===== config.mk =====
export PLATFORM = sky130hd
export DESIGN_NAME = micro_op_issue
export DESIGN_NICKNAME = d
export VERILOG_FILES = /design/src/rtl/micro_op_issue.sv
export SDC_FILE = /design/constraint.sdc
export NUM_CORES = 1
export LEC_CHECK = 0
export CORE_MARGIN = 2
export CORE_UTILIZATION = 55
export CTS_CLUSTER_DIAMETER = 40
export CTS_CLUSTER_SIZE = 24
export DETAILED_ROUTE_END_ITERATION = 8
export GPL_ROUTABILITY_DRIVEN = 0
export GPL_TIMING_DRIVEN = 0
export PLACE_DENSITY = 0.92
export SLEW_MARGIN = 40
export SYNTH_ARGS = -nofsm -noshare
export SYNTH_HDL_FRONTEND = slang
export SYNTH_SLANG_ARGS = --single-unit

===== constraint.sdc =====
create_clock -name clk -period 8.2 [get_ports clk]
set_input_delay 2.05 -clock clk [delete_from_list [all_inputs] [get_ports clk]]
set_output_delay 2.05 -clock clk [all_outputs]
set_load 0.03 [all_outputs]

===== src/rtl/micro_op_issue.sv =====
// Micro-op issue stage: RAW scoreboard, operand resolve, dispatch.
// Optional ISSUE_WB_BYPASS_EN: issue on the writeback cycle using wb_data.
package micro_op_pkg;

  typedef enum logic [1:0] {
    OP1_RS1  = 2'd0,
    OP1_ZERO = 2'd1,
    OP1_PC   = 2'd2
  } op1_src_e;

  typedef enum logic {
    OP2_RS2 = 1'b0,
    OP2_IMM = 1'b1
  } op2_src_e;

  typedef enum logic {
    CSR_REG = 1'b0,
    CSR_IMM = 1'b1
  } csr_src_e;

  typedef struct packed {
    logic     en;
    logic [3:0] op;
    op1_src_e op1_src;
    op2_src_e op2_src;
  } alu_t;

  typedef struct packed {
    logic       en;
    logic [2:0] op;
  } br_t;

  typedef struct packed {
    logic       en;
    logic       store;
    logic [1:0] size;
  } ld_st_t;

  typedef struct packed {
    logic       en;
    csr_src_e   rs1_src;
    logic [1:0] op;
  } csr_t;

  typedef struct packed {
    logic [31:0] pc;
    logic [31:0] imm_data;
    logic [4:0]  rs1_addr;
    logic [4:0]  rs2_addr;
    logic [4:0]  rd_addr;
    logic        rd_en;
    alu_t        alu;
    br_t         br_unit;
    ld_st_t      ld_st_unit;
    csr_t        csr_unit;
  } MicroCode;

endpackage

module micro_op_issue
  import micro_op_pkg::*;
#(
  parameter int PEND_W = 2
) (
  input  logic        clk,
  input  logic        rst_n,
  input  logic        in_valid,
  output logic        in_ready,
  input  MicroCode    in_uop,
  output logic [4:0]  rf_rs1_addr,
  output logic [4:0]  rf_rs2_addr,
  input  logic [31:0] rf_rs1_data,
  input  logic [31:0] rf_rs2_data,
  input  logic        wb_valid,
  input  logic [4:0]  wb_addr,
  input  logic [31:0] wb_data,
  input  logic        flush,
  output logic        out_valid,
  input  logic        out_ready,
  output MicroCode    out_uop,
  output logic [31:0] out_op1,
  output logic [31:0] out_op2,
  output logic [31:0] out_rs2_data,
  output logic [31:0] busy_mask
);

  localparam logic [PEND_W-1:0] PMAX = {PEND_W{1'b1}};

  logic [PEND_W-1:0] pend_q [32];
  logic [PEND_W-1:0] pend_d [32];
  logic              valid_q, valid_d;
  MicroCode          uop_q, uop_d;
  logic [31:0]       op1_q, op1_d;
  logic [31:0]       op2_q, op2_d;
  logic [31:0]       rs2d_q, rs2d_d;

  logic        rs1_use, rs2_use;
  logic        rs1_byp, rs2_byp;
  logic        rs1_haz, rs2_haz, rd_haz;
  logic        hazard, fire;
  logic [31:0] rs1_val, rs2_val;

  assign rf_rs1_addr = in_uop.rs1_addr;
  assign rf_rs2_addr = in_uop.rs2_addr;

  assign rs1_use =
    (in_uop.alu.en && in_uop.alu.op1_src == OP1_RS1) ||
    in_uop.br_unit.en || in_uop.ld_st_unit.en ||
    (in_uop.csr_unit.en && in_uop.csr_unit.rs1_src == CSR_REG);

  assign rs2_use =
    (in_uop.alu.en && in_uop.alu.op2_src == OP2_RS2) ||
    in_uop.br_unit.en ||
    (in_uop.ld_st_unit.en && in_uop.ld_st_unit.store);

`ifdef ISSUE_WB_BYPASS_EN
  // Last outstanding write retiring now: take its value directly.
  assign rs1_byp = wb_valid && wb_addr == in_uop.rs1_addr &&
                   in_uop.rs1_addr != 5'd0 &&
                   pend_q[in_uop.rs1_addr] == PEND_W'(1);
  assign rs2_byp = wb_valid && wb_addr == in_uop.rs2_addr &&
                   in_uop.rs2_addr != 5'd0 &&
                   pend_q[in_uop.rs2_addr] == PEND_W'(1);
`else
  logic unused_wb_data;
  assign unused_wb_data = ^wb_data;
  assign rs1_byp = 1'b0;
  assign rs2_byp = 1'b0;
`endif

  assign rs1_val = rs1_byp ? wb_data : rf_rs1_data;
  assign rs2_val = rs2_byp ? wb_data : rf_rs2_data;

  assign rs1_haz = rs1_use && in_uop.rs1_addr != 5'd0 &&
                   pend_q[in_uop.rs1_addr] != '0 && !rs1_byp;
  assign rs2_haz = rs2_use && in_uop.rs2_addr != 5'd0 &&
                   pend_q[in_uop.rs2_addr] != '0 && !rs2_byp;
  assign rd_haz  = in_uop.rd_en && in_uop.rd_addr != 5'd0 &&
                   pend_q[in_uop.rd_addr] == PMAX;

  assign hazard   = rs1_haz || rs2_haz || rd_haz;
  assign in_ready = !flush && !hazard && (!valid_q || out_ready);
  assign fire     = in_valid && in_ready;

  always_comb begin
    valid_d = valid_q;
    uop_d   = uop_q;
    op1_d   = op1_q;
    op2_d   = op2_q;
    rs2d_d  = rs2d_q;
    if (flush) begin
      valid_d = 1'b0;
    end else if (fire) begin
      valid_d = 1'b1;
      uop_d   = in_uop;
      rs2d_d  = rs2_val;
      op1_d   = '0;
      unique case (1'b1)
        (in_uop.alu.op1_src == OP1_RS1): op1_d = rs1_val;
        (in_uop.alu.op1_src == OP1_PC):  op1_d = in_uop.pc;
        default:                         op1_d = '0;
      endcase
      op2_d = (in_uop.alu.op2_src == OP2_IMM) ?
              in_uop.imm_data : rs2_val;
    end else if (out_ready) begin
      valid_d = 1'b0;
    end
  end

  // Up to two decrements (writeback + flushed uop) may hit one reg.
  always_comb begin
    logic              inc, dwb, dfl;
    logic [1:0]        nd;
    logic [PEND_W+1:0] p, n;
    inc = 1'b0;
    dwb = 1'b0;
    dfl = 1'b0;
    nd  = '0;
    p   = '0;
    n   = '0;
    pend_d[0] = '0;
    for (int i = 1; i < 32; i++) begin
      inc = fire && in_uop.rd_en && in_uop.rd_addr == 5'(i);
      dwb = wb_valid && wb_addr == 5'(i);
      dfl = flush && valid_q && uop_q.rd_en &&
            uop_q.rd_addr == 5'(i);
      nd  = 2'(dwb) + 2'(dfl);
      p   = {2'b00, pend_q[i]};
      if (inc && nd == 2'd0) begin
        pend_d[i] = pend_q[i] + PEND_W'(1);
      end else begin
        if (inc) nd = nd - 2'd1;
        n = (PEND_W+2)'(nd);
        pend_d[i] = (n >= p) ? '0 : PEND_W'(p - n);
      end
    end
  end

  always_ff @(posedge clk or negedge rst_n) begin
    if (!rst_n) begin
      valid_q <= 1'b0;
      uop_q   <= '0;
      op1_q   <= '0;
      op2_q   <= '0;
      rs2d_q  <= '0;
      for (int i = 0; i < 32; i++) pend_q[i] <= '0;
    end else begin
      valid_q <= valid_d;
      uop_q   <= uop_d;
      op1_q   <= op1_d;
      op2_q   <= op2_d;
      rs2d_q  <= rs2d_d;
      for (int i = 0; i < 32; i++) pend_q[i] <= pend_d[i];
    end
  end

  always_comb begin
    busy_mask = '0;
    for (int i = 1; i < 32; i++) busy_mask[i] = pend_q[i] != '0;
  end

  assign out_valid    = valid_q;
  assign out_uop      = uop_q;
  assign out_op1      = op1_q;
  assign out_op2      = op2_q;
  assign out_rs2_data = rs2d_q;

  a_wb_underflow: assert property (
    @(posedge clk) disable iff (!rst_n)
    !(wb_valid && wb_addr != 5'd0 && pend_q[wb_addr] == '0)
  );

endmodule


==> flow_summary.toml <==
[status]
status = "finished clean"

[critical_path]
r2r-start = "pend_q[39]$_DFF_PN0_"
path_cells = "buf_2 > buf_1 > mux4_2 > nand2_1 > a22oi_1 > o32ai_4 > nor3_4 > clkbuf_1 > clkdlybuf4s50_1"
path_class = "primary input to primary output"
reg2reg_slack_ns = 3.17
cp_num_buf_inv = 4
endpoint_kind = "primary output"
path_delay_family = "buffers and inverters"
cp.arrival_ns = 5.97
cp.required_ns = 6.15
cp_slowest_stage_delay_ns = 0.81
timing.rr.end = "pend_q[61]$_DFF_PN0_"
cp-start-kind = "primary input"
slowest_stage = "clkdlybuf4s50_1"
cp_max_fo = 10
reg2reg_depth = 14

[drt]
vias_per_cell = 6.03
wl_um = 61000
drtIter0Drc = 1192
first_pass_iters = 5
wire_per_inst_um = 24.8
drcViolationCount = 0
dr_total_vias = 14823
drtAntennaViolNets = 0

[yosys]
synth-edff-count = 0
synth_top_family_by_area = "multiplexers"
synth_most_common_cell = "dfrtp_1"
synth.area.mux_share = 0.251
synth_top_area_frac = 0.365
ys_types = 63
async_flop_share = 1.00
synthAdderAreaFrac = 0.144
ys_seq_area_frac = 0.365
synth_common_cells = "dfrtp_1, inv_1, ha_1, mux2_2, mux2_4"
netlist_area_mm2 = 0.0177
ys.flop_type = "dfrtp_1"
synth_warnings = 0
synth.ff_latch_count = 259
synth_xor_area_frac = 0.0153
synth_compound_area_frac = 0.0604
yosysTopAreaCell = "dfrtp_1"
yosys-top-cells-area = "dfrtp_1, ha_1, mux2_4, mux2_2, fa_1"
synth.avg_cell_area_um2 = 11.3
synth_nets = 1957
syn-instance-count = 1564
synth-simple-area-share = 0.0997

[timing]
whs_ns = 0.507
worstMarginPinSlew_ns = 0.925
fmax_mhz = 125
fin_crit_sh = 0.978
min_period_ns = 8.02
skew_ns = 0.0452
setup_ws_ns = 0.183
slew_viol_final = 0
relSlewSlack = 0.384
hold_viol = 0
setup_viol = 0
rsz0062_at_grt = "no"

[finish]
drive_gt1_frac = 0.221
multi_input_area_mm2 = 0.0101
syn_to_final_growth_pct = 35.2
fillers = 1874
seq_area_mm2 = 0.00648
final_nets = 2410
finalInstanceArea_mm2 = 0.0240

[floorplan]
die_h_um = 184
pin_count = 447
die_w_um = 184
fp.dieArea_mm2 = 0.0337
core_mm2 = 0.0316
rows = 65
start_util = 0.561

[hold_path]
hold_depth = 1
worstHoldEndpoint = "out_uop[43]$_DFFE_PN0P_"
hold_path_class = "register to register"
worstHoldStart = "out_uop[43]$_DFFE_PN0P_"

[clock_tree]
cts_root_buffer = "clkbuf_16"
path_clk_slew_ns = 0.06
cts_tree = "built"
h-tree-depth = 2
clk_path_buf_depth = 3
post_cts_buffers = 0
cts_hold_buf = 0
cts.sinks = 259
cts_resized = 0
clkLatencyLatePin_ns = 0.57
cts_buffers = 45

[global_route]
grt.total_usage = 0.356
grt_overflow = 0
grt_antenna_before_repair = 3
grt_pass1_vias = 15881
grt_pass1_wl_um = 91200
grt_max_degree = 75

[power]
p_leak_nw = 11.2
ir_worst_vdd_mv = 0.251
powerDensity_mw_per_mm2 = 359

[place]
portBuffers = 402
placedInstanceArea_mm2 = 0.0224
hpwl_um = 45800
dp_worst_setup_slack_ns = 0.423

[run]
max_cap_viol_count = 0
## registers in the layout, summed over array words and instances (netlist names)
register      flops
out_op1          32
out_op2          32
out_rs2_data     32
out_uop         100
out_valid         1
pend_q           62
## where the power goes
group,leakage (nW),internal [mW],switching [mW]
Sequential,3.18,1.86,0.447
Clock,0.780,1.18,0.801
Combinational,7.28,1.95,2.39
Total,11.2,4.99,3.64
## metal layers
metal,wire length [um],track usage,part of all wire,vias up
met3,5810,0.0919,0.095,295
met2,28500,0.584,0.47,922
met1,22400,0.421,0.37,7281
met4,4330,0.219,0.071,2
li1,-,-,-,6323
met5,13,0,0.00021,-
## cells in the final DEF, fill, tap and decap left out, types with 31 or more instances in the layout
master	netlist	layout
a211oi_1	37	37
mux2i_1	35	35
fa_1	31	31
inv_1	163	163
a21oi_1	32	32
dfrtp_1	259	259
ha_1	155	155
mux2_2	149	149
clkbuf_1	35	36
nand2_1	83	83
mux2_4	129	129
clkdlybuf4s50_1	0	401
clkbuf_16	0	45
nor2_1	111	111
## through the flow
| stage | power (mW) | setup TNS, ns | util | std cells |
|---|---|---|---|---|
| 2_1_floorplan | 4.67 | 0 | - | 1564 |
| 3_3_place_gp | 6.37 | -1587.88 | 0.704 | 2368 |
| 3_5_place_dp | 6.54 | 0 | 0.707 | 2371 |
| 4_1_cts | 8.59 | 0 | 0.758 | 2455 |
| 5_1_grt | 8.91 | 0 | 0.758 | 2457 |
| 6_report | 8.62 | 0 | 0.758 | 2458 |
## worst max-delay path by stage
| stage | depth (start not counted) | start | end |
|---|---|---|---|
| finish | 9 | in_uop[27] | in_ready |
| global route | 9 | in_uop[27] | in_ready |
| CTS | 9 | in_uop[27] | in_ready |
| detailed placement | 9 | in_uop[27] | in_ready |
| global placement | 1 | rst_n | out_uop[50]$_DFFE_PN0P_ |
| floorplan | 9 | in_uop[22] | in_ready |
## area by class of cell
class / instances / share of cell area
inverter: 164 / 0.0257
timing repair buffer: 406 / 0.172
clock inverter: 36 / 0.0190
tap: 402 / 0.0210
multi-input combinational: 1058 / 0.423
buffer: 83 / 0.0212
sequential: 259 / 0.270
clock buffer: 48 / 0.0482
antenna: 2 / 0.000209
## cell families after synthesis
group / Yosys count
and+or+nand+nor: 354
muxes: 342
DFF: 259
buffers and inverters: 247
adders and majority gates: 186
AOI/OAI and AO/OA: 144
xor gates and xnor gates: 31
other: 1
Note: power is estimated with default switching activity, not from simulation.
